==> src/rtl/wb_port_arbiter_if.sv <==
// Bundle of the pipeline, long-unit, register-file, scoreboard and trace
// signals around the writeback port arbiter.
interface wb_port_arbiter_if;
  // Pipeline writeback request
  logic        pipe_valid;
  logic        pipe_ready;
  logic        pipe_we;
  logic [4:0]  pipe_waddr;
  logic [31:0] pipe_wdata;
  logic [31:0] pipe_pc;
  // Long-unit issue notification and result
  logic        lu_issue;
  logic [4:0]  lu_issue_dest;
  logic        lu_valid;
  logic        lu_ready;
  logic [4:0]  lu_dest;
  logic [31:0] lu_wdata;
  logic [31:0] lu_pc;
  // Register-file write port
  logic        rf_we;
  logic [4:0]  rf_waddr;
  logic [31:0] rf_wdata;
  // Pending-destination scoreboard
  logic [31:0] pend_mask;
  // Retire trace
  logic [31:0] debug_wb_pc;
  logic [3:0]  debug_wb_rf_we;
  logic [4:0]  debug_wb_rf_wnum;
  logic [31:0] debug_wb_rf_wdata;

  modport master (
    output pipe_valid, pipe_we, pipe_waddr, pipe_wdata, pipe_pc,
    output lu_issue, lu_issue_dest, lu_valid, lu_dest, lu_wdata, lu_pc,
    input  pipe_ready, lu_ready, rf_we, rf_waddr, rf_wdata, pend_mask,
    input  debug_wb_pc, debug_wb_rf_we, debug_wb_rf_wnum, debug_wb_rf_wdata
  );

  modport slave (
    input  pipe_valid, pipe_we, pipe_waddr, pipe_wdata, pipe_pc,
    input  lu_issue, lu_issue_dest, lu_valid, lu_dest, lu_wdata, lu_pc,
    output pipe_ready, lu_ready, rf_we, rf_waddr, rf_wdata, pend_mask,
    output debug_wb_pc, debug_wb_rf_we, debug_wb_rf_wnum, debug_wb_rf_wdata
  );
endinterface

==> src/rtl/wb_port_arbiter.sv <==
// Shares the register-file write port between the in-order WB stream and
// buffered long-unit results; pipeline has priority, the FIFO head is forced
// through after STARVE_LIMIT lost arbitrations. Tracks in-flight long-op
// destinations for ID hazard stalls and drives the retire trace.
module wb_port_arbiter #(
  parameter int FIFO_DEPTH   = 2,
  parameter int STARVE_LIMIT = 3
) (
  input logic              clk,
  input logic              reset,
  wb_port_arbiter_if.slave bus
);
  localparam int AW = $clog2(FIFO_DEPTH);
  localparam int SW = $clog2(STARVE_LIMIT + 1);
  localparam logic [SW-1:0] STARVE_MAX = SW'(STARVE_LIMIT);
  localparam logic [SW-1:0] STARVE_INC = SW'(1);
  localparam logic [AW:0]   PTR_INC    = (AW + 1)'(1);

  logic [4:0]    fifo_dest  [FIFO_DEPTH];
  logic [31:0]   fifo_wdata [FIFO_DEPTH];
  logic [31:0]   fifo_pc    [FIFO_DEPTH];
  logic [AW:0]   wr_ptr;
  logic [AW:0]   rd_ptr;
  logic [SW-1:0] starve_cnt;
  logic [SW-1:0] starve_d;
  logic [31:0]   pend_q;
  logic [31:0]   pend_d;

  logic          fifo_nonempty;
  logic          fifo_full;
  logic          push;
  logic          force_fifo;
  logic          grant_pipe;
  logic          grant_fifo;
  logic [4:0]    head_dest;
  logic [31:0]   head_wdata;
  logic [31:0]   head_pc;

  logic          rf_we_q;
  logic [4:0]    rf_waddr_q;
  logic [31:0]   rf_wdata_q;
  logic [31:0]   wb_pc_q;

  // FIFO status, arbitration and handshake decisions for this cycle
  always_comb begin
    fifo_nonempty = (wr_ptr != rd_ptr);
    fifo_full     = (wr_ptr[AW] != rd_ptr[AW]) &&
                    (wr_ptr[AW-1:0] == rd_ptr[AW-1:0]);
    head_dest     = fifo_dest[rd_ptr[AW-1:0]];
    head_wdata    = fifo_wdata[rd_ptr[AW-1:0]];
    head_pc       = fifo_pc[rd_ptr[AW-1:0]];
    force_fifo    = fifo_nonempty && (starve_cnt == STARVE_MAX);
    push          = bus.lu_valid && !fifo_full;
    grant_pipe    = bus.pipe_valid && !force_fifo;
    grant_fifo    = fifo_nonempty && (force_fifo || !bus.pipe_valid);
  end

  // Next starvation count and next pending-destination mask
  always_comb begin
    starve_d = starve_cnt;
    if (!fifo_nonempty || grant_fifo) begin
      starve_d = '0;
    end else if (grant_pipe && (starve_cnt != STARVE_MAX)) begin
      starve_d = starve_cnt + STARVE_INC;
    end
    pend_d = pend_q;
    if (grant_fifo) begin
      pend_d[head_dest] = 1'b0;
    end
    // Applied after the clear so a same-cycle reissue keeps the bit set
    if (bus.lu_issue && (bus.lu_issue_dest != 5'd0)) begin
      pend_d[bus.lu_issue_dest] = 1'b1;
    end
  end

  // FIFO pointers, starvation counter and scoreboard state
  always_ff @(posedge clk or posedge reset) begin
    if (reset) begin
      wr_ptr     <= '0;
      rd_ptr     <= '0;
      starve_cnt <= '0;
      pend_q     <= '0;
    end else begin
      if (push) begin
        wr_ptr <= wr_ptr + PTR_INC;
      end
      if (grant_fifo) begin
        rd_ptr <= rd_ptr + PTR_INC;
      end
      starve_cnt <= starve_d;
      pend_q     <= pend_d;
    end
  end

  // FIFO storage; contents are don't-care while the pointers say empty
  always_ff @(posedge clk) begin
    if (push) begin
      fifo_dest[wr_ptr[AW-1:0]]  <= bus.lu_dest;
      fifo_wdata[wr_ptr[AW-1:0]] <= bus.lu_wdata;
      fifo_pc[wr_ptr[AW-1:0]]    <= bus.lu_pc;
    end
  end

  // Write-port register: loads from the winner, r0 writes suppressed
  always_ff @(posedge clk or posedge reset) begin
    if (reset) begin
      rf_we_q    <= 1'b0;
      rf_waddr_q <= '0;
      rf_wdata_q <= '0;
      wb_pc_q    <= '0;
    end else if (grant_pipe) begin
      rf_we_q    <= bus.pipe_we && (bus.pipe_waddr != 5'd0);
      rf_waddr_q <= bus.pipe_waddr;
      rf_wdata_q <= bus.pipe_wdata;
      wb_pc_q    <= bus.pipe_pc;
    end else if (grant_fifo) begin
      rf_we_q    <= (head_dest != 5'd0);
      rf_waddr_q <= head_dest;
      rf_wdata_q <= head_wdata;
      wb_pc_q    <= head_pc;
    end else begin
      rf_we_q    <= 1'b0;
    end
  end

  assign bus.pipe_ready        = !force_fifo;
  assign bus.lu_ready          = !fifo_full;
  assign bus.rf_we             = rf_we_q;
  assign bus.rf_waddr          = rf_waddr_q;
  assign bus.rf_wdata          = rf_wdata_q;
  assign bus.pend_mask         = pend_q;
  assign bus.debug_wb_pc       = wb_pc_q;
  assign bus.debug_wb_rf_we    = {4{rf_we_q}};
  assign bus.debug_wb_rf_wnum  = rf_waddr_q;
  assign bus.debug_wb_rf_wdata = rf_wdata_q;
endmodule

==> src/flat_wrapper.sv <==
// flat-port wrapper written by rule: the top's interface ports become plain ports
module wb_port_arbiter_flat 
#(
  parameter int FIFO_DEPTH   = 2,
  parameter int STARVE_LIMIT = 3
)
  (clk, reset, bus_pipe_valid, bus_pipe_we, bus_pipe_waddr, bus_pipe_wdata, bus_pipe_pc, bus_lu_issue, bus_lu_issue_dest, bus_lu_valid, bus_lu_dest, bus_lu_wdata, bus_lu_pc, bus_pipe_ready, bus_lu_ready, bus_rf_we, bus_rf_waddr, bus_rf_wdata, bus_pend_mask, bus_debug_wb_pc, bus_debug_wb_rf_we, bus_debug_wb_rf_wnum, bus_debug_wb_rf_wdata);
  wb_port_arbiter_if bus_i ();
  input logic clk;
  input logic reset;
  input wire logic [$bits(bus_i.pipe_valid)-1:0] bus_pipe_valid;
  input wire logic [$bits(bus_i.pipe_we)-1:0] bus_pipe_we;
  input wire logic [$bits(bus_i.pipe_waddr)-1:0] bus_pipe_waddr;
  input wire logic [$bits(bus_i.pipe_wdata)-1:0] bus_pipe_wdata;
  input wire logic [$bits(bus_i.pipe_pc)-1:0] bus_pipe_pc;
  input wire logic [$bits(bus_i.lu_issue)-1:0] bus_lu_issue;
  input wire logic [$bits(bus_i.lu_issue_dest)-1:0] bus_lu_issue_dest;
  input wire logic [$bits(bus_i.lu_valid)-1:0] bus_lu_valid;
  input wire logic [$bits(bus_i.lu_dest)-1:0] bus_lu_dest;
  input wire logic [$bits(bus_i.lu_wdata)-1:0] bus_lu_wdata;
  input wire logic [$bits(bus_i.lu_pc)-1:0] bus_lu_pc;
  output wire logic [$bits(bus_i.pipe_ready)-1:0] bus_pipe_ready;
  output wire logic [$bits(bus_i.lu_ready)-1:0] bus_lu_ready;
  output wire logic [$bits(bus_i.rf_we)-1:0] bus_rf_we;
  output wire logic [$bits(bus_i.rf_waddr)-1:0] bus_rf_waddr;
  output wire logic [$bits(bus_i.rf_wdata)-1:0] bus_rf_wdata;
  output wire logic [$bits(bus_i.pend_mask)-1:0] bus_pend_mask;
  output wire logic [$bits(bus_i.debug_wb_pc)-1:0] bus_debug_wb_pc;
  output wire logic [$bits(bus_i.debug_wb_rf_we)-1:0] bus_debug_wb_rf_we;
  output wire logic [$bits(bus_i.debug_wb_rf_wnum)-1:0] bus_debug_wb_rf_wnum;
  output wire logic [$bits(bus_i.debug_wb_rf_wdata)-1:0] bus_debug_wb_rf_wdata;
  assign bus_i.pipe_valid = bus_pipe_valid;
  assign bus_i.pipe_we = bus_pipe_we;
  assign bus_i.pipe_waddr = bus_pipe_waddr;
  assign bus_i.pipe_wdata = bus_pipe_wdata;
  assign bus_i.pipe_pc = bus_pipe_pc;
  assign bus_i.lu_issue = bus_lu_issue;
  assign bus_i.lu_issue_dest = bus_lu_issue_dest;
  assign bus_i.lu_valid = bus_lu_valid;
  assign bus_i.lu_dest = bus_lu_dest;
  assign bus_i.lu_wdata = bus_lu_wdata;
  assign bus_i.lu_pc = bus_lu_pc;
  assign bus_pipe_ready = bus_i.pipe_ready;
  assign bus_lu_ready = bus_i.lu_ready;
  assign bus_rf_we = bus_i.rf_we;
  assign bus_rf_waddr = bus_i.rf_waddr;
  assign bus_rf_wdata = bus_i.rf_wdata;
  assign bus_pend_mask = bus_i.pend_mask;
  assign bus_debug_wb_pc = bus_i.debug_wb_pc;
  assign bus_debug_wb_rf_we = bus_i.debug_wb_rf_we;
  assign bus_debug_wb_rf_wnum = bus_i.debug_wb_rf_wnum;
  assign bus_debug_wb_rf_wdata = bus_i.debug_wb_rf_wdata;
  wb_port_arbiter #(.FIFO_DEPTH(FIFO_DEPTH), .STARVE_LIMIT(STARVE_LIMIT)) u_core (.clk(clk), .reset(reset), .bus(bus_i));
endmodule
==> config.mk <==
export PLATFORM = sky130hd
export DESIGN_NAME = wb_port_arbiter_flat
export DESIGN_NICKNAME = d
export VERILOG_FILES = /design/src/rtl/wb_port_arbiter_if.sv /design/src/rtl/wb_port_arbiter.sv /design/src/flat_wrapper.sv
export SDC_FILE = /design/constraint.sdc
export NUM_CORES = 1
export LEC_CHECK = 0
export ABC_AREA = 1
export CORE_MARGIN = 5
export CORE_UTILIZATION = 40
export DETAILED_ROUTE_END_ITERATION = 16
export PLACE_DENSITY = 0.75
export SETUP_SLACK_MARGIN = 0.15
export SYNTH_ARGS = -nofsm -noshare
export SYNTH_HDL_FRONTEND = slang
export SYNTH_SLANG_ARGS = --single-unit
==> constraint.sdc <==
create_clock -name clk -period 5.6 [get_ports clk]
set_clock_uncertainty 0.2 [all_clocks]
set_input_delay 1.12 -clock clk [delete_from_list [all_inputs] [get_ports clk]]
set_output_delay 1.12 -clock clk [all_outputs]
set_load 0.01 [all_outputs]
==> summary by stage, run 1 <==
Floorplanning
In this run the vertical extent of the chip is 172 um. During I/O placement, the number of pins put on the boundary was 294. Row generation in the floorplan step produced 59 rows. The x dimension of the die is 172 um.

The core footprint is 26000 sq um. The area of the die is 29700 sq um. The initial core utilization is 40.5%.

Placed design
Once detailed placement completed, the half-perimeter wirelength came to 19700 um. The congestion estimate from routability-driven global placement came to 0.830. The count of buffers added on input and output ports is 293.

Timing
Setup total negative slack on the finished layout was measured at 0 ns. The final hold violation count is 0. The clock period could shrink to 3.94 ns. The relative slew slack is 31.2%. Setup repair after global routing left no endpoint under its margin. The pin slew with the least headroom to its limit is 1.03 ns.

The number of pins with negative max-slew slack in the final report is 0. Setup violations remaining at the end of the flow were counted as 0. The worst path uses 70.4% of the clock period. The fmax is 0.254 GHz.

Yosys
The synthesized design spends more area on one cell type than any other, namely sky130_fd_sc_hd__edfxtp_1. Synthesis handed over a netlist of 1082 instances. The post-synth net total is 1232.

In this run, synthesis produced a sequential element count of 246. After synthesis, the cell types taking the most area are sky130_fd_sc_hd__edfxtp_1, sky130_fd_sc_hd__dfrtp_1, sky130_fd_sc_hd__nand2_1. The synthesized area per cell is 9.74 sq um.

The netlist area before placement is 10500 sq um. After synthesis, the largest area contributor takes up 39.3% of total cell area. Yosys mapped the design onto 22 distinct sky130hd cell types.

After synthesis, flip-flops and latches occupy 65.0% of the total area. The number of warnings reported in the yosys synthesis log is 0.

Clock tree
The clock slew at the register clock pins of the worst setup and hold paths is 0.06 ns. Clock tree synthesis selected as its root buffer the cell sky130_fd_sc_hd__clkbuf_16. The clock insertion delay at the later pin of the skew report is 0.52 ns. The worst-case clock buffer depth is 3. TritonCTS built the clock tree.

Clock tree synthesis inserted a total of 27 buffers. The tree built by TritonCTS fans out to 246 sinks. The count of H-tree levels built during CTS is 1. The quantity of gates resized following cts is 0. The hold-fix buffer count after cts is 0.

The number of post-CTS setup repair buffers is 0.

Route
Using the TritonRoute via totals, the vias-per-cell ratio works out to 5.07. The first-pass detailed-route iteration total is 6. The DRC violations left is 0. The residual antenna-violating net count after detailed routing is 0. The final route contains 8480 vias. The total wirelength of the detailed-routed design is 29800 um.

In this run, the number of DRC markers left after iteration 0 of detailed routing was 605. After detailed routing, the average wire length per cell comes to 17.8 um.

Pwr
Per report_power, the clock group accounts for 23.1% of the total. The leakage component of the power is 6.01 nW. Internal power comes to 0.00513 W. Registers are responsible for 38.9% of the overall power. The combinational share of power is 38.0%. The net switching fraction of the power is 35.2%. In this run the power density over the cells is 551 nW/um^2. The highest ir drop seen on vdd is 0.392 mV. The net switching power of the design is 0.00278 W. Total power for the finished layout comes to 0.00791 W.

Finish
The share of cells above drive strength 1 is 4.71%. The area growth from synthesis to final layout is 36.1%. The net count of the finished layout is 1468.

The antenna cell count is 0.

GRT
Entering global routing, the biggest net connects 78 pins. The number of global-route vias before repair is 8486. The first global-routing pass estimated 45400 um of wire. The number of antenna violations at the first check in global routing is 4. The total overflow left after global routing is 0. Global routing used 19.5% of the available tracks.

Critical path
The delay of the slowest critical-path stage is 1.02 ns. The critical path data arrival time is 2.62 ns. The worst setup path is captured at an output pin. The gate family responsible for the most delay along the worst path is flip-flops. Along the worst path, the maximum fanout reaches 77.

The worst path buffer plus inverter count is 1. The data required time at the worst endpoint is 4.28 ns. The slowest stage of the critical path is the sky130_fd_sc_hd__dfrtp_4 cell. The worst setup path is launched from a flip-flop. The type of the worst setup path is reg2out.

The critical path goes through nand2_1 -> nand2_1 -> nand2_2 -> nand2_4 -> clkdlybuf4s50_1. The library cell appearing most often on the critical path is sky130_fd_sc_hd__nand2_1.

Run status
The run finished with clean final reports.

Job
Max-cap violations in this run came to 0.

Worst hold path
The path class of the tightest hold or removal check is reg2reg.
==> flip-flops by register name (all words and copies together), names as in the netlist <==
name and count:
u_core.bus.debug_wb_pc 32, u_core.bus.debug_wb_rf_wdata 32, u_core.bus.debug_wb_rf_wnum 5, u_core.bus.pend_mask 32
u_core.bus.rf_we 1, u_core.fifo_dest 10, u_core.fifo_pc 64, u_core.fifo_wdata 64
u_core.rd_ptr 2, u_core.starve_cnt 2, u_core.wr_ptr 2
==> layout by cell type (no fill, tap or decap), types with 2 or more instances in the layout <==
master,n
sky130_fd_sc_hd__o21ai_0,7
sky130_fd_sc_hd__bufinv_16,3
sky130_fd_sc_hd__inv_1,24
sky130_fd_sc_hd__nor2_4,2
sky130_fd_sc_hd__clkinv_2,3
sky130_fd_sc_hd__nand2_1,424
sky130_fd_sc_hd__clkdlybuf4s50_1,292
sky130_fd_sc_hd__clkbuf_1,8
sky130_fd_sc_hd__clkbuf_16,27
sky130_fd_sc_hd__edfxtp_1,138
sky130_fd_sc_hd__nor3_1,5
sky130_fd_sc_hd__nand4_1,3
sky130_fd_sc_hd__nand3_1,220
sky130_fd_sc_hd__buf_4,10
sky130_fd_sc_hd__clkbuf_8,8
sky130_fd_sc_hd__nor2_1,40
sky130_fd_sc_hd__dfrtp_1,107
sky130_fd_sc_hd__nand2_2,2
sky130_fd_sc_hd__inv_2,2
==> worst reg2reg max path, cell delays in order, from the launching register on <==
cell and delay, ns:
sky130_fd_sc_hd__dfrtp_4 1.02, sky130_fd_sc_hd__nand2_1 0.14, sky130_fd_sc_hd__nand2_1 0.14, sky130_fd_sc_hd__nand2_2 0.10, sky130_fd_sc_hd__nand2_4 0.07, sky130_fd_sc_hd__buf_4 0.63, sky130_fd_sc_hd__nand2_2 0.52, sky130_fd_sc_hd__buf_4 0.49
sky130_fd_sc_hd__nand3_1 0.19, sky130_fd_sc_hd__nand3_1 0.09
==> per-layer routing <==
metal	routed length [um]	GRT usage, %	up-vias
li1	-	-	4035
met1	12300	25.2	4009
met2	14100	32.5	371
met3	2720	5.12	57
met4	663	5.71	8
met5	62	0	-
==> power by group through the flow <==
stage	combinational [W]	clock [W]	sequential, W
finish	0.00300	0.00183	0.00308
CTS	0.00307	0.00186	0.00309
detailed placement	0.00306	0	0.00311
global placement	0.00299	0	0.00310
global route	0.00331	0.00194	0.00315
floorplan	0.00157	0	0.00313
==> per-stage QoR <==
stage	instance area [sq um]	hold WS, ns	utilization, %	setup WS (ns)	instances
2_1_floorplan	10500	0.219	-	0.760	1082
3_3_place_gp	13400	0.234	51.7	1.95	1624
3_5_place_dp	13400	0.243	51.7	1.86	1624
4_1_cts	14300	0.251	55.2	1.60	1673
5_1_grt	14300	0.260	55.2	1.49	1673
6_report	14300	0.252	55.2	1.66	1673
==> kinds of logic (layout without fill, tap and decap cells) <==
| family | count (synthesis) | after routing | synth area share [%] |
|---|---|---|---|
| adders and majority gates | 1 | 1 | 0.119 |
| xor gates and xnor gates | 1 | 1 | 0.0831 |
| DFF | 246 | 246 | 65.0 |
| buffers and inverters | 125 | 381 | 6.53 |
| AOI/OAI and AO/OA | 10 | 10 | 0.511 |
| and+or+nand+nor | 699 | 699 | 27.8 |
==> Yosys cell counts <==
master,n
sky130_fd_sc_hd__a21oi_1,1
sky130_fd_sc_hd__buf_1,2
sky130_fd_sc_hd__buf_2,25
sky130_fd_sc_hd__buf_4,50
sky130_fd_sc_hd__clkbuf_1,20
sky130_fd_sc_hd__dfrtp_1,108
sky130_fd_sc_hd__edfxtp_1,138
sky130_fd_sc_hd__ha_1,1
sky130_fd_sc_hd__inv_1,25
sky130_fd_sc_hd__inv_2,3
sky130_fd_sc_hd__nand2_1,424
sky130_fd_sc_hd__nand2_2,3
sky130_fd_sc_hd__nand3_1,220
sky130_fd_sc_hd__nand4_1,3
sky130_fd_sc_hd__nor2_1,42
sky130_fd_sc_hd__nor3_1,5
sky130_fd_sc_hd__nor3b_1,1
sky130_fd_sc_hd__nor4_1,1
sky130_fd_sc_hd__o21ai_0,7
sky130_fd_sc_hd__o21ai_1,1
sky130_fd_sc_hd__o21ai_2,1
sky130_fd_sc_hd__xor2_1,1
==> cell type report <==
class / count / area, sq um
Multi-Input combinational cell: 711 / 3020
Clock inverter: 6 / 104
Fill cell: 2253 / 11600
Timing Repair Buffer: 304 / 3020
Clock buffer: 43 / 816
Inverter: 28 / 109
Sequential cell: 246 / 6850
Tap cell: 335 / 419
==> worst paths after layout <==
kind / start / cells after the start / slack [ns] / to
max in group asynchronous: reset / 3 / 3.33 / u_core.rd_ptr[0]
worst min-delay path: u_core.starve_cnt[0] / 1 / 0.25 / u_core.starve_cnt[0]
min in group asynchronous: reset / 2 / 0.89 / u_core.bus.pend_mask[19]
worst min register to register: u_core.starve_cnt[0] / 1 / 0.25 / u_core.starve_cnt[0]
worst max-delay path: u_core.rd_ptr[0] / 5 / 1.66 / bus_pipe_ready
worst max register to register: u_core.rd_ptr[0] / 9 / 1.91 / u_core.bus.debug_wb_rf_wdata[26]
No activity file was read; power rests on OpenSTA's default activity.
==> run 2, diff against run 1 <==
- PLACE_DENSITY: 0.75 -> 0.77
- clock period: 5.6 -> 3.6 ns (I/O delays scaled with it)
==> run 2 against run 1 <==
Against the previous run:
- global-route usage increased by 0.37 points
- first-iteration DRC count decreased by 10%
- design area about the same
- via count decreased by 0.15%
- sequential cell count unchanged
- critical path type unchanged
- largest cell class unchanged
- highest routed layer unchanged
==> summary by stage, run 2 (synthesis results as in run 1) <==
Route
The vias per cell is 5.05 (was 5.07). The DRC violations left is 0 (unchanged). The detailed-route wire length per cell was 18.0 um (was 17.8 um). The total wirelength of the detailed-routed design is 30100 um (was 29800 um). The DRC marker count from the first detailed-route iteration was 543 (was 605).

The number of vias in the routed layout is 8467 (was 8480). The residual antenna-violating net count after detailed routing is 0 (unchanged). The first-pass detailed-route iteration total came to 5 (was 6).

Finish
Leading cell types in the layout, fill and taps excluded: sky130_fd_sc_hd__nand2_1, sky130_fd_sc_hd__clkdlybuf4s50_1, sky130_fd_sc_hd__nand3_1 (unchanged). The area growth from synthesis to final layout was 36.1% (about the same). The area of all placed cells without fillers is 14300 sq um (about the same).

The most common cell after layout, fill and taps aside is sky130_fd_sc_hd__nand2_1 (unchanged). The final net count is 1471 (was 1468). The share of cells above drive strength 1 is 5.07% (was 4.71%). The antenna cell count is 0 (unchanged). The non-filler instance count after layout is 1676 (was 1673). The combined area of the multi-input logic cells is 3020 sq um (unchanged).

The count of filler cells inserted in the layout came to 2198 (was 2253). The storage element area is 6850 sq um (about the same).

Critical path
The delay of the slowest critical-path stage is 0.60 ns (was 1.02 ns). The type of element launching the critical path is a flip-flop (unchanged). The capturing element type of the critical path is an output pin (unchanged).

The type of the worst setup path was reg2out (unchanged). The worst path buffer plus inverter count is 2 (was 1). The largest driver fanout on the critical path is 27 (was 77). The gate family responsible for the most delay along the worst path is buffers and inverters (was flip-flops). The critical path data arrival time came to 2.22 ns (was 2.62 ns). The library cell appearing most often on the critical path is sky130_fd_sc_hd__nand2_1 (unchanged). The data required time at the worst endpoint is 2.68 ns (was 4.28 ns). CP Cell Sequence: inv_1 -> nand2_1 -> nand2_1 -> nand2_2 -> nand2_4 -> clkdlybuf4s50_1 (was nand2_1 -> nand2_1 -> nand2_2 -> nand2_4 -> clkdlybuf4s50_1). The cell type of the slowest stage on the worst timing path is sky130_fd_sc_hd__clkdlybuf4s50_1 (was sky130_fd_sc_hd__dfrtp_4).

GRT
The all-layer global routing usage is 19.9% (was 19.5%). The number of global-route vias before repair is 8611 (was 8486). The number of antenna violations at the first check in global routing was 1 (was 4).

The total grt overflow is 0 (unchanged). The maximum number of pins on one net before global-route repair came to 109 (was 78). The global-route wire length before repair is 46400 um (was 45400 um).

Placed design
The total placed instance area came to 13500 sq um (was 13400 sq um). The final RePlAce weighted congestion was 0.830 (about the same). The count of port buffers added during placement is 293 (unchanged). The total placed cells including tap cells came to 1628 (was 1624). The placed wire-length estimate is 20000 um (was 19700 um).

Worst hold path
The type of the tightest min-delay check is reg2reg (unchanged).

Timing
The share of the clock period used by the worst path after layout is 87.3%. Setup repair after global routing missed its margin: no (unchanged). The relative slew slack was 43.0% (was 31.2%). Based on the critical path, the design can be clocked at up to 0.318 GHz. The number of pins with negative max-slew slack in the final report is 0 (unchanged). The pin slew with the least headroom to its limit is 0.855 ns (was 1.03 ns). The setup TNS after final layout is 0 ns (unchanged).

The number of endpoints failing setup at the final stage is 0 (unchanged). The final hold violation count was 0 (unchanged). The minimum clock period after layout is 3.14 ns.

Floorplanning
The area of the die is 29700 sq um (unchanged). The x dimension of the die is 172 um (unchanged). The core footprint came to 26000 sq um (unchanged).

The total I/O pin count is 294 (unchanged). The initial core utilization is 40.5% (unchanged). The die span in y is 172 um (unchanged). The number of rows in the core area is 59 (unchanged).

Run status
Outcome: finished clean (unchanged).

Clock tree
The clock buffer count from CTS is 26 (was 27). The root buffer cell is sky130_fd_sc_hd__clkbuf_16 (unchanged). The clock insertion delay at the later pin of the skew report is 0.52 ns (about the same). The worst-case clock buffer depth is 3 (unchanged). The number of clock sinks is 246 (unchanged). The clock slew at the register clock pins of the worst setup and hold paths was 0.06 ns (about the same).

The hold-fix buffer count after cts is 0 (unchanged). The number of post-CTS setup repair buffers came to 0 (unchanged). The count of H-tree levels built during CTS is 1 (unchanged). The CTS tree is done (unchanged).

Pwr
The power density normalized to cell area is 853 nW/um^2 (was 551 nW/um^2). The leakage component of the power is 6.01 nW (about the same). The highest ir drop seen on vdd is 0.457 mV (was 0.392 mV).

Job
The total of max-cap violations is 0 (unchanged).
[run 2: area by class of cell]
cell class | count | share of cell area (%)
repair buffers | 308 | 21.5
inverters | 28 | 0.768
flip-flops and latches | 246 | 47.7
clock buffers | 30 | 4.86
multi-input cells | 711 | 21.1
well taps | 335 | 2.92
clock inverters | 18 | 1.19
[run 2: worst reg2reg max path: cells and delay by family (launching register included)]
family	cells	cell delay [ns]
flip-flops	1	0.43
buffers and inverters	2	0.50
AND/OR/NAND/NOR	7	1.24
[run 2: stage by stage]
stage / setup slack [ns] / hold slack (ns) / power (W) / utilization (%)
floorplan: 0.292 / 0.219 / 0.00729 / -
global placement: 0.796 / 0.228 / 0.00949 / 51.8
detailed placement: 0.818 / 0.241 / 0.00964 / 51.8
CTS: 0.247 / 0.250 / 0.0124 / 55.2
global route: 0.309 / 0.278 / 0.0130 / 55.2
finish: 0.456 / 0.248 / 0.0122 / 55.2
[run 2: power by group]
part           leakage, nW  internal, W  total (W)  switching, W
registers             2.58      0.00408    0.00464      0.000563
logic                 3.00      0.00217    0.00489       0.00272
clock network        0.421      0.00160    0.00270       0.00110
total                 6.01      0.00785     0.0122       0.00438
[run 2: repair_timing]
action                     CTS  global route
setup endpoints to repair    0             1
gates resized for setup      0             1
hold endpoints to repair     0             0
[run 2: layer usage]
| metal | vias to the layer above | routed length (um) | share of wire (%) | track usage [%] |
|---|---|---|---|---|
| li1 | 4031 | - | - | - |
| met1 | 4027 | 12000 | 40 | 25.6 |
| met2 | 356 | 14800 | 49 | 33.6 |
| met3 | 51 | 2670 | 8.8 | 4.96 |
| met4 | 2 | 669 | 2.2 | 5.40 |
| met5 | - | 13 | 0.043 | 0 |
[run 2: path summary, 6_finish.rpt]
kind | endpoint | slack (ns) | depth (start not counted) | start
min reg2reg | u_core.starve_cnt[0] | 0.25 | 1 | u_core.starve_cnt[0]
max in group asynchronous | u_core.rd_ptr[0] | 2.19 | 3 | reset
max | bus_pipe_ready | 0.46 | 6 | u_core.wr_ptr[0]
min in group asynchronous | u_core.bus.debug_wb_rf_wdata[4] | 0.55 | 3 | reset
max reg2reg | u_core.bus.debug_wb_rf_wdata[11] | 1.10 | 9 | u_core.wr_ptr[0]
min | u_core.starve_cnt[0] | 0.25 | 1 | u_core.starve_cnt[0]
==> run 3, diff against run 2 <==
- CTS_CLUSTER_DIAMETER: default -> 150
- PLACE_DENSITY: 0.77 -> 0.71
- REMOVE_ABC_BUFFERS: default -> 1
==> run 3 against run 2 <==
Against the previous run:
- hold slack got worse by 0.010 ns
- first-iteration DRC count rose by 35%
- fmax decreased by 2.8%
- count of clock-buffer cells in the layout increased by 5
- wire length is 1.6% lower
- sequential power hardly changed
- setup slack got worse by 0.090 ns
- critical path depth did not move
==> summary by stage, run 3 (synthesis results as in run 1) <==
Route
The DRC violations left is 0 (unchanged). The residual antenna-violating net count after detailed routing is 0 (unchanged). The total wirelength of the detailed-routed design is 29700 um (was 30100 um). The number of vias in the routed layout is 8418 (was 8467). The first-pass detailed-route iteration total came to 6 (was 5).

The DRC marker count from the first detailed-route iteration is 734 (was 543). The vias per cell is 5.03 (was 5.05). The detailed-route wire length per cell came to 17.7 um (was 18.0 um).

Clock tree
The number of post-CTS setup repair buffers came to 0 (unchanged). The count of H-tree levels built during CTS was 1 (unchanged). The clock insertion delay at the later pin of the skew report is 0.52 ns (about the same).

The worst-case clock buffer depth is 3 (unchanged). The CTS tree is done (unchanged). The number of clock sinks was 246 (unchanged). The hold-fix buffer count after cts was 0 (unchanged). The clock buffer count from CTS came to 26 (unchanged). The root buffer cell was sky130_fd_sc_hd__clkbuf_16 (unchanged).

The clock slew at the register clock pins of the worst setup and hold paths is 0.06 ns (about the same). The quantity of gates resized following cts came to 0 (unchanged).

GRT
The maximum number of pins on one net before global-route repair was 77 (was 109). The global-route wire length before repair is 45800 um (was 46400 um). The number of antenna violations at the first check in global routing came to 3 (was 1). The total grt overflow came to 0 (unchanged). The number of global-route vias before repair is 8476 (was 8611). The all-layer global routing usage is 19.6% (was 19.9%).

Pwr
The highest ir drop seen on vdd is 0.418 mV (was 0.457 mV). The leakage component of the power is 6.00 nW (was 6.01 nW). The power density normalized to cell area was 855 nW/um^2 (was 853 nW/um^2).

Floorplanning
The x dimension of the die is 172 um (unchanged). The area of the die is 29700 sq um (unchanged). The core footprint is 26000 sq um (unchanged). The initial core utilization is 40.5% (unchanged).

The number of rows in the core area is 59 (unchanged). The die span in y is 172 um (unchanged). The total I/O pin count is 294 (unchanged).

Critical path
The type of the worst setup path is reg2out (unchanged). The cell type of the slowest stage on the worst timing path is sky130_fd_sc_hd__clkdlybuf4s50_1 (unchanged). The delay of the slowest critical-path stage is 0.63 ns (was 0.60 ns). The data required time at the worst endpoint came to 2.68 ns (about the same). The gate family responsible for the most delay along the worst path is buffers and inverters (unchanged). The worst path buffer plus inverter count is 2 (unchanged). The capturing element type of the critical path was an output pin (unchanged). The critical path data arrival time is 2.31 ns (was 2.22 ns). CP Cell Sequence: inv_1 -> nand2_1 -> nand2_1 -> nand2_2 -> nand2_2 -> clkdlybuf4s50_1 (was inv_1 -> nand2_1 -> nand2_1 -> nand2_2 -> nand2_4 -> clkdlybuf4s50_1). The type of element launching the critical path is a flip-flop (unchanged). The largest driver fanout on the critical path is 13 (was 27).

Finish
The count of filler cells inserted in the layout came to 2270 (was 2198). The share of cells above drive strength 1 is 4.85% (was 5.07%). The final net count came to 1469 (was 1471). The most common cell after layout, fill and taps aside is sky130_fd_sc_hd__nand2_1 (unchanged). Leading cell types in the layout, fill and taps excluded: sky130_fd_sc_hd__nand2_1, sky130_fd_sc_hd__clkdlybuf4s50_1, sky130_fd_sc_hd__nand3_1 (unchanged). The area growth from synthesis to final layout is 36.0% (was 36.1%).

The non-filler instance count after layout came to 1675 (was 1676).

Timing
The number of endpoints failing setup at the final stage is 0 (unchanged). The fmax came to 0.309 GHz (was 0.318 GHz). Setup repair after global routing missed its margin: no (unchanged). The share of the clock period used by the worst path after layout was 89.8% (was 87.3%). The number of pins with negative max-slew slack in the final report is 0 (unchanged).

The relative slew slack is 41.9% (was 43.0%). The minimum clock period after layout is 3.23 ns (was 3.14 ns). The worst hold margin is 0.238 ns (was 0.248 ns). The pin slew with the least headroom to its limit is 0.871 ns (was 0.855 ns). The final hold violation count came to 0 (unchanged).

Placed design
The placed wire-length estimate is 19500 um (was 20000 um). The final RePlAce weighted congestion is 0.899 (was 0.830). The total placed cells including tap cells is 1626 (was 1628). The count of port buffers added during placement is 293 (unchanged).

Job
The total of max-cap violations is 0 (unchanged).

Run status
Outcome: finished clean (unchanged).

Worst hold path
The type of the tightest min-delay check is reg2reg (unchanged).
==> run 3: changes by cell type in the layout (fill, tap and decap cells not counted), sizes merged <==
cell,previous run,this run
bufinv,3,4
clkbuf,30,35
diode,0,1
clkinvlp,4,2
buf,16,14
clkinv,13,7
inv,26,28
==> run 3: stage by stage <==
step	TNS (ns)	worst slack, ns	power (W)	utilization (%)	area, sq um
after floorplan	-478.44	-2.78	0.00683	-	9950
after global placement	0	0.949	0.00946	51.7	13400
after detailed placement	0	0.865	0.00958	51.7	13400
after CTS	0	0.333	0.0124	55.1	14300
after global routing	0	0.268	0.0130	55.1	14300
final	0	0.365	0.0123	55.1	14300
==> run 3: layout make-up <==
class	count	area (sq um)	share of cell area, %
diodes	1	2.50	0.0175
multi-input cells	711	3020	21.1
well taps	335	419	2.93
inverters	28	109	0.760
flip-flops and latches	246	6850	47.8
clock inverters	13	180	1.26
repair buffers	306	3040	21.2
clock buffers	35	716	4.99
==> run 3: path summary, 6_finish.rpt <==
kind                                 startpoint                          endpoint  slack, ns  cells past startpoint
setup reg to reg               u_core.wr_ptr[0]  u_core.bus.debug_wb_rf_wdata[12]       0.85                      9
min in group asynchronous                 reset  u_core.bus.debug_wb_rf_wdata[17]       0.40                      2
hold / removal             u_core.starve_cnt[0]              u_core.starve_cnt[0]       0.24                      1
max in group asynchronous                 reset  u_core.bus.debug_wb_rf_wdata[20]       2.00                      3
setup / recovery               u_core.wr_ptr[0]                    bus_pipe_ready       0.37                      6
hold reg to reg            u_core.starve_cnt[0]              u_core.starve_cnt[0]       0.24                      1
==> run 3: worst register-to-register path: cells and delay by family (launching register included) <==
family | cells | cell delay (ns)
buffers and inverters | 2 | 0.72
flip-flops | 1 | 0.44
AND/OR/NAND/NOR | 7 | 1.32
==> run 3: report_power, final <==
group	switching (W)	internal (W)
logic	0.00271	0.00214
clock network	0.00110	0.00169
registers	0.000528	0.00408
==> run 3: routing by layer <==
metal | global-route usage, % | share of wire [%] | vias to the layer above
li1 | - | - | 4025
met1 | 23.9 | 38 | 3989
met2 | 34.9 | 51 | 352
met3 | 4.98 | 9.3 | 48
met4 | 4.55 | 1.7 | 4
met5 | 0 | 0.11 | -
